## config.mk

```make
export PLATFORM = sky130hd
export DESIGN_NAME = dom_share_encoder
export DESIGN_NICKNAME = d
export VERILOG_FILES = /design/src/rtl/dom_pkg.sv /design/src/rtl/dom_lfsr_unroll.sv /design/src/rtl/dom_share_encoder.sv
export SDC_FILE = /design/constraint.sdc
export NUM_CORES = 1
export LEC_CHECK = 0
export BUFFER_PORTS_ARGS = -buffer_cell sky130_fd_sc_hd__buf_2
export CAP_MARGIN = 20
export CORE_MARGIN = 1.5
export CORE_UTILIZATION = 56
export CTS_CLUSTER_SIZE = 30
export DETAILED_ROUTE_END_ITERATION = 10
export PLACE_DENSITY = 0.9
export RECOVER_POWER = 100
export SLEW_MARGIN = 25
export SYNTH_ARGS = -nofsm -noshare
export SYNTH_HDL_FRONTEND = slang
export SYNTH_SLANG_ARGS = --single-unit
```

## constraint.sdc

```tcl
create_clock -name clock_0 -period 2.7 [get_ports clock_0]
set_clock_uncertainty 0.15 [all_clocks]
set_input_delay 0.27 -clock clock_0 [delete_from_list [all_inputs] [get_ports clock_0]]
set_output_delay 0.27 -clock clock_0 [all_outputs]
set_load 0.02 [all_outputs]
```

## src/rtl/dom_pkg.sv

```systemverilog
// Shared constants and types for the DOM d=5 share encoder and its LFSR helper.
package dom_pkg;

  localparam int SHARES    = 6;
  localparam int RAND_BITS = 15;
  localparam int LFSR_W    = 31;

  localparam int TAP_HI = 30;
  localparam int TAP_LO = 27;

  // An all-zero seed would lock the LFSR, so it is replaced by this value.
  localparam logic [LFSR_W-1:0] ZERO_SEED_SUB = 31'h1;

  typedef enum logic [1:0] {
    ST_SEED    = 2'd0,
    ST_RUN     = 2'd1,
    ST_EXPIRED = 2'd2
  } state_t;

endpackage

```

## src/rtl/dom_lfsr_unroll.sv

```systemverilog
// Combinational N-step advance of the Fibonacci LFSR (taps 30/27).
// Also returns the N successive feedback bits.
module dom_lfsr_unroll
  import dom_pkg::*;
#(
  parameter int N = 25
) (
  input  logic [LFSR_W-1:0] state,
  output logic [LFSR_W-1:0] next_state,
  output logic [N-1:0]      bits
);

  always_comb begin : unroll
    logic [LFSR_W-1:0] s;
    logic              f;
    s    = state;
    f    = 1'b0;
    bits = '0;
    for (int i = 0; i < N; i++) begin
      f       = s[TAP_HI] ^ s[TAP_LO];
      bits[i] = f;
      s       = {s[LFSR_W-2:0], f};
    end
    next_state = s;
  end

endmodule

```

## src/rtl/dom_share_encoder.sv

```systemverilog
// Splits unmasked bit pairs into 6 Boolean shares and supplies the 15 DOM gate random bits.
// It also tracks the gate's 1-cycle latency and enforces a reseed after RESEED_PERIOD transfers.
module dom_share_encoder #(
  parameter int SHARES        = 6,
  parameter int RAND_BITS     = 15,
  parameter int LFSR_W        = 31,
  parameter int RESEED_PERIOD = 1024
) (
  input  logic                 clock_0,
  input  logic                 reset_0,
  input  logic                 seed_valid,
  input  logic [LFSR_W-1:0]    seed,
  input  logic                 in_valid,
  output logic                 in_ready,
  input  logic                 x0,
  input  logic                 x1,
  output logic [SHARES-1:0]    i0_shares,
  output logic [SHARES-1:0]    i1_shares,
  output logic [RAND_BITS-1:0] p_rand,
  output logic                 out_valid,
  output logic                 and_valid,
  output logic                 reseed_req
);

  import dom_pkg::*;

  localparam int          MASK_BITS = SHARES - 1;
  localparam int          NR        = 2 * MASK_BITS + RAND_BITS;
  localparam logic [15:0] PERIOD    = RESEED_PERIOD[15:0];

  state_t                state;
  logic [LFSR_W-1:0]     lfsr;
  logic [LFSR_W-1:0]     lfsr_adv;
  logic [NR-1:0]         r;
  logic [15:0]           count;
  logic                  xfer;
  logic [SHARES-1:0]     enc_i0;
  logic [SHARES-1:0]     enc_i1;
  logic [RAND_BITS-1:0]  enc_p;

  assign in_ready   = (state == ST_RUN) && !seed_valid;
  assign xfer       = in_valid && in_ready;
  assign reseed_req = (state != ST_RUN);

  dom_lfsr_unroll #(.N(NR)) u_unroll (
    .state      (lfsr),
    .next_state (lfsr_adv),
    .bits       (r)
  );

  // Share 0 absorbs the plain bit and the XOR of that operand's masks only.
  assign enc_i0 = {r[MASK_BITS-1:0], x0 ^ (^r[MASK_BITS-1:0])};
  assign enc_i1 = {r[2*MASK_BITS-1:MASK_BITS], x1 ^ (^r[2*MASK_BITS-1:MASK_BITS])};
  assign enc_p  = r[2*MASK_BITS +: RAND_BITS];

  always_ff @(posedge clock_0 or negedge reset_0) begin
    if (!reset_0) begin
      state <= ST_SEED;
      lfsr  <= '0;
      count <= '0;
    end else if (seed_valid) begin
      state <= ST_RUN;
      lfsr  <= (seed == '0) ? ZERO_SEED_SUB : seed;
      count <= '0;
    end else if (xfer) begin
      lfsr <= lfsr_adv;
      if (count != PERIOD) count <= count + 16'd1;
      if (count + 16'd1 == PERIOD) state <= ST_EXPIRED;
    end
  end

  // Encoding register stage; and_valid mirrors the gate's own register stage.
  always_ff @(posedge clock_0 or negedge reset_0) begin
    if (!reset_0) begin
      i0_shares <= '0;
      i1_shares <= '0;
      p_rand    <= '0;
      out_valid <= 1'b0;
      and_valid <= 1'b0;
    end else begin
      out_valid <= xfer;
      and_valid <= out_valid;
      if (xfer) begin
        i0_shares <= enc_i0;
        i1_shares <= enc_i1;
        p_rand    <= enc_p;
      end
    end
  end

endmodule

```

Word level (Yosys, flattened, before mapping)
Cells that the tools add are included.
{"block": "totals", "ff_bits": 78, "out_inout_bits": 31, "elab_cells": 60}
{"block": "op_classes", "addsub": 1, "n_eq_ne": 4, "mux": 9, "bitwise_logic": 27, "n_reduce_logical": 11}
{"op": "two-way mux 31 bit", "count": 3}
{"op": "two-way mux 16 bit", "count": 3}
{"op": "zero test 31 bit", "count": 1}
{"op": "XOR 1 bit", "count": 27}
{"op": "adder 16 x 1 -> 16 bit (second input constant)", "count": 1}
{"op": "equality test 16 x 11 -> 1 bit (second input constant)", "count": 1}
{"op": "!= test 16 x 11 -> 1 bit (second input constant)", "count": 1}
{"op": "parity 5 bit", "count": 2}
{"op": "two-way mux 2 bit", "count": 3}
{"op": "nonzero test 2 bit", "count": 3}
{"op": "AND reduction 2 bit", "count": 2}
{"op": "equality test 2 x 1 -> 1 bit (second input constant)", "count": 1}
{"op": "logical AND 1 bit", "count": 2}
{"op": "!= test 2 x 1 -> 1 bit (second input constant)", "count": 1}
{"op": "zero test 1 bit", "count": 1}

Longest topological paths before layout
{"block": "logic_depth", "ltp_word": 5, "ltp_mapped": 8}

Modules after synthesis
Synthesis repeated with hierarchy kept, for this count alone.
{"block": "hier_totals", "hier_cells": 475, "hier_area_um2": 4176.5}
{"module": "dom_share_encoder", "instances": 1, "cells_each": 418, "area_per_inst_um2": 3717.3}
{"module": "dom_lfsr_unroll", "instances": 1, "cells_each": 57, "area_per_inst_um2": 459.2}

Worst setup path before layout
Ideal clock, no wire load.
{"block": "synth_timing", "kind": "flip-flop to flip-flop", "startpoint": "reg count[0]", "endpoint": "reg state[0]", "setup_ns": 0.126, "t_arrival_ns": 1.832, "required_ns": 2.424, "path_slack_ns": 0.592, "stages_incl_launch_ff": 8, "path_buffers": 1, "cell_sequence": "dfrtp_1 -> ha_1 -> clkbuf_1 -> xnor2_1 -> a41oi_1 -> nor4_1 -> o2111ai_1 -> o32a_1"}
{"block": "synth_via", "elab_chain_len": 4}
{"element": "from (decl)", "line": "dom_share_encoder.sv:35", "source": "logic [15:0] count;"}
{"element": "from (signal assigned)", "line": "dom_share_encoder.sv:67", "source": "if (count != PERIOD) count <= count + 16'd1;"}
{"element": "adder 16 x 1 -> 16 bit", "line": "dom_share_encoder.sv:68", "source": "if (count + 16'd1 == PERIOD) state <= ST_EXPIRED;"}
{"element": "equality test 16 x 11 -> 1 bit", "line": "dom_share_encoder.sv:68"}
{"element": "nonzero test 2 bit (no source line)"}
{"element": "AND reduction 2 bit (no source line)"}
{"element": "to (signal assigned)", "line": "dom_share_encoder.sv:58", "source": "state <= ST_SEED;"}
{"element": "to (signal assigned)", "line": "dom_share_encoder.sv:62", "source": "state <= ST_RUN;"}
{"element": "to (signal assigned)", "line": "dom_share_encoder.sv:68"}
{"element": "to (decl)", "line": "dom_share_encoder.sv:31", "source": "state_t state;"}
Every way passes these cells.
A chain may end at the register's enable or synchronous reset.

Final worst setup path
{"block": "layout_timing", "startpoint": "reg count[2]", "endpoint": "reg state[0]"}
The elaborated chain is that of the path after synthesis.

==> flow_metrics.py <==
metrics = {
    "final_layout": {
        "final-seq-area_sq_um": 1950,
        "post_layout_nonfiller_instances": 532,
        "multi_input_area_sq_um": 1790,
        "drive_above_1_share": 0.137,
        "final_common_cell": "dfrtp_1",
        "area_delta_synth_final_pct": 14.5,
        "most-common-layout-cells": "78 x dfrtp_1, 47 x nor2_1, 35 x buf_2",
        "fillerInstances": 540,
        "diodes": 0,
        "nets": 487,
    },
    "floorplan": {
        "die_h_um": 86.3,
        "die_area_sq_um": 7440,
        "io_pins": 68,
        "rows": 30,
        "start_util": 0.575,
        "core_region_area_sq_um": 6760,
        "fp.dieW_um": 86.3,
    },
    "synthesis": {
        "yosysWarnings": 0,
        "syn_nets": 423,
        "synth_edf_count": 0,
        "synthAdderAreaFrac": 0.00966,
        "synth_area_leaders": "dfrtp_1 50%, xnor2_1 7.7%, a221o_1 5.7%, nor2_1 4.5%, a21o_1 4.4%",
        "yosysUniqueCellTypes": 49,
        "synthXorXnorAreaFrac": 0.0902,
        "ys_seq_area_frac": 0.503,
        "synth_top_family_by_area": "compound AO/OA/AOI/OAI gates",
        "synth.largest_area_cell": "dfrtp_1",
        "synth_area_per_cell_sq_um": 10.1,
        "synthMuxAreaShare": 0.0142,
        "yosys.area.top_type_share": 0.503,
        "synth_area_sq_um": 3880,
        "ys_ff_latch": 78,
        "async_reset_ff_frac": 1.00,
        "synth_compound_area_frac": 0.186,
        "synthSimpleGateAreaFrac": 0.162,
        "synth-main-ff-cell": "dfrtp_1",
        "syn_inst": 383,
    },
    "grt": {
        "grt_max_degree": 79,
        "grt_pass1_vias": 3283,
        "grt_usage": 0.280,
        "gr-total-overflow": 0,
        "antenna_found_initial": 0,
        "grt_pass1_wl_um": 16100,
    },
    "place": {
        "dp_hpwl_um": 6850,
        "place.gp.congestion": 0.928,
        "numPortBuffers": 67,
        "dp_cells": 513,
    },
    "sta": {
        "relSlewSlack": -0.149,
        "rsz0062_at_grt": "no",
        "fmax_ghz": 0.425,
        "hold_viol": 0,
        "setup_violations": 0,
        "period_minus_slack_ns": 2.35,
        "worstMarginPinSlew_ns": 1.72,
        "maxSlewViolCount": 79,
        "tns_ns": 0,
        "timing.final.crit_share": 0.872,
    },
    "clocking": {
        "cts.path.max_buffers": 2,
        "hold_buffers": 3,
        "clock_sinks": 78,
        "htree_levels": 3,
        "clockRootBuffer": "clkbuf_8",
        "cts_tree": "yes",
        "worstSkewPairLatency_ns": 0.34,
        "cts_resized": 0,
        "clk_pin_slew_ns": 0.08,
        "numCtsBuffers": 9,
        "cts_setup_buffers": 0,
    },
    "drt": {
        "drc": 0,
        "wl_per_cell_um": 18.8,
        "vias_per_cell": 6.26,
        "finalWirelength_um": 10000,
        "dr.pass1.iters": 5,
        "final_antenna_net_count": 0,
        "drt_iter0_drc": 237,
        "vias": 3328,
    },
    "critical_path": {
        "critPathMaxFanout": 11,
        "cp.arrival_ns": 2.43,
        "end_kind": "flip-flop",
        "crit_required_ns": 2.78,
        "startpoint_type": "flip-flop",
        "critPathKind": "flip-flop to flip-flop",
    },
    "pwr": {
        "max-vdd-ir-drop_mv": 0.539,
        "powerDensity_nw_per_um2": 700,
        "p_leak_nw": 2.00,
    },
    "run_status": {
        "violations": "capacitance limit, slew limit",
        "status": "finished, violations left",
    },
    "hold_path": {
        "hold_path_class": "input port to flip-flop",
    },
    "run": {
        "max-cap-violations": 1,
    },
}
## cell families after synthesis
group	after synthesis
adders and majority gates	3
and+or+nand+nor	128
buffers and inverters	34
muxes	5
AOI/OAI and AO/OA	95
xor gates and xnor gates	40
DFF	78
## sequential cells by signal (all words and copies together) (netlist names)
signal,count
i0_shares,6
p_rand,15
i1_shares,6
lfsr,31
state,2
count,16
and_valid,1
out_valid,1
## worst max-delay path, stage by stage (launching register included)
cell and delay (ns):
dfrtp_1 0.59, nand4_4 0.21, or3_4 0.45, mux2_4 0.30, o22a_1 0.20, o32a_1 0.34
## report_power, final
group          leakage, nW  internal [mW]  switching (mW)  total, mW
registers            0.969           1.35           0.166       1.52
clock network       0.0914          0.374           0.466      0.840
logic                0.937          0.312           0.444      0.756
## cells in the mapped netlist (2+ instances only)
master    number
inv_1         10
a31oi_1        2
o21bai_1       2
o22ai_1        3
and3_1         2
xor2_1         6
nand2b_1       2
nand4_1        4
a21oi_1        6
dfrtp_1       78
ha_1           3
nand3_1       11
o21ai_0       17
buf_2          4
nand2_1       29
nor4b_1        2
a41oi_1        2
xnor2_1       34
nor3_1         4
a21o_1        23
and2_1         4
o211ai_1       6
nor2_1        47
mux2i_1        4
nor4_1        13
or3_1          5
a221o_1       22
clkbuf_1      17
## metal layers
layer  track usage  share of wire  vias up
met5             0              0        -
met4         0.120          0.026        0
met3        0.0505          0.063       26
met2         0.468           0.50      147
met1         0.360           0.41     1647
li1              -              -     1508
## final timing paths
kind | from | slack, ns | cells after the start | endpoint
max | count[2] | 0.35 | 5 | state[0]
min | seed[17] | 0.02 | 2 | lfsr[17]
max reg2reg | count[2] | 0.35 | 5 | state[0]
min reg2reg | out_valid | 0.23 | 0 | and_valid
max in group asynchronous | reset_0 | 0.59 | 2 | and_valid
min in group asynchronous | reset_0 | 0.76 | 2 | count[9]
## final cells by class
class / instances / share of cell area
repair buffers: 77 / 0.0836
multi-input cells: 271 / 0.404
flip-flops and latches: 78 / 0.439
clock buffers: 10 / 0.0310
clock inverters: 6 / 0.0118
well taps: 80 / 0.0225
inverters: 10 / 0.00844
## metrics by stage
stage	util	hold WS, ns	setup WS [ns]	total power [mW]	instance area (sq um)
floorplan	-	-0.176	0.592	2.02	3880
global placement	0.635	0.203	0.427	2.28	4290
detailed placement	0.635	0.207	0.382	2.31	4290
CTS	0.668	0.00730	0.369	3.16	4510
global route	0.658	0.00748	0.103	3.25	4450
finish	0.658	0.0236	0.345	3.11	4450
Power figures use the tool's default switching activity.
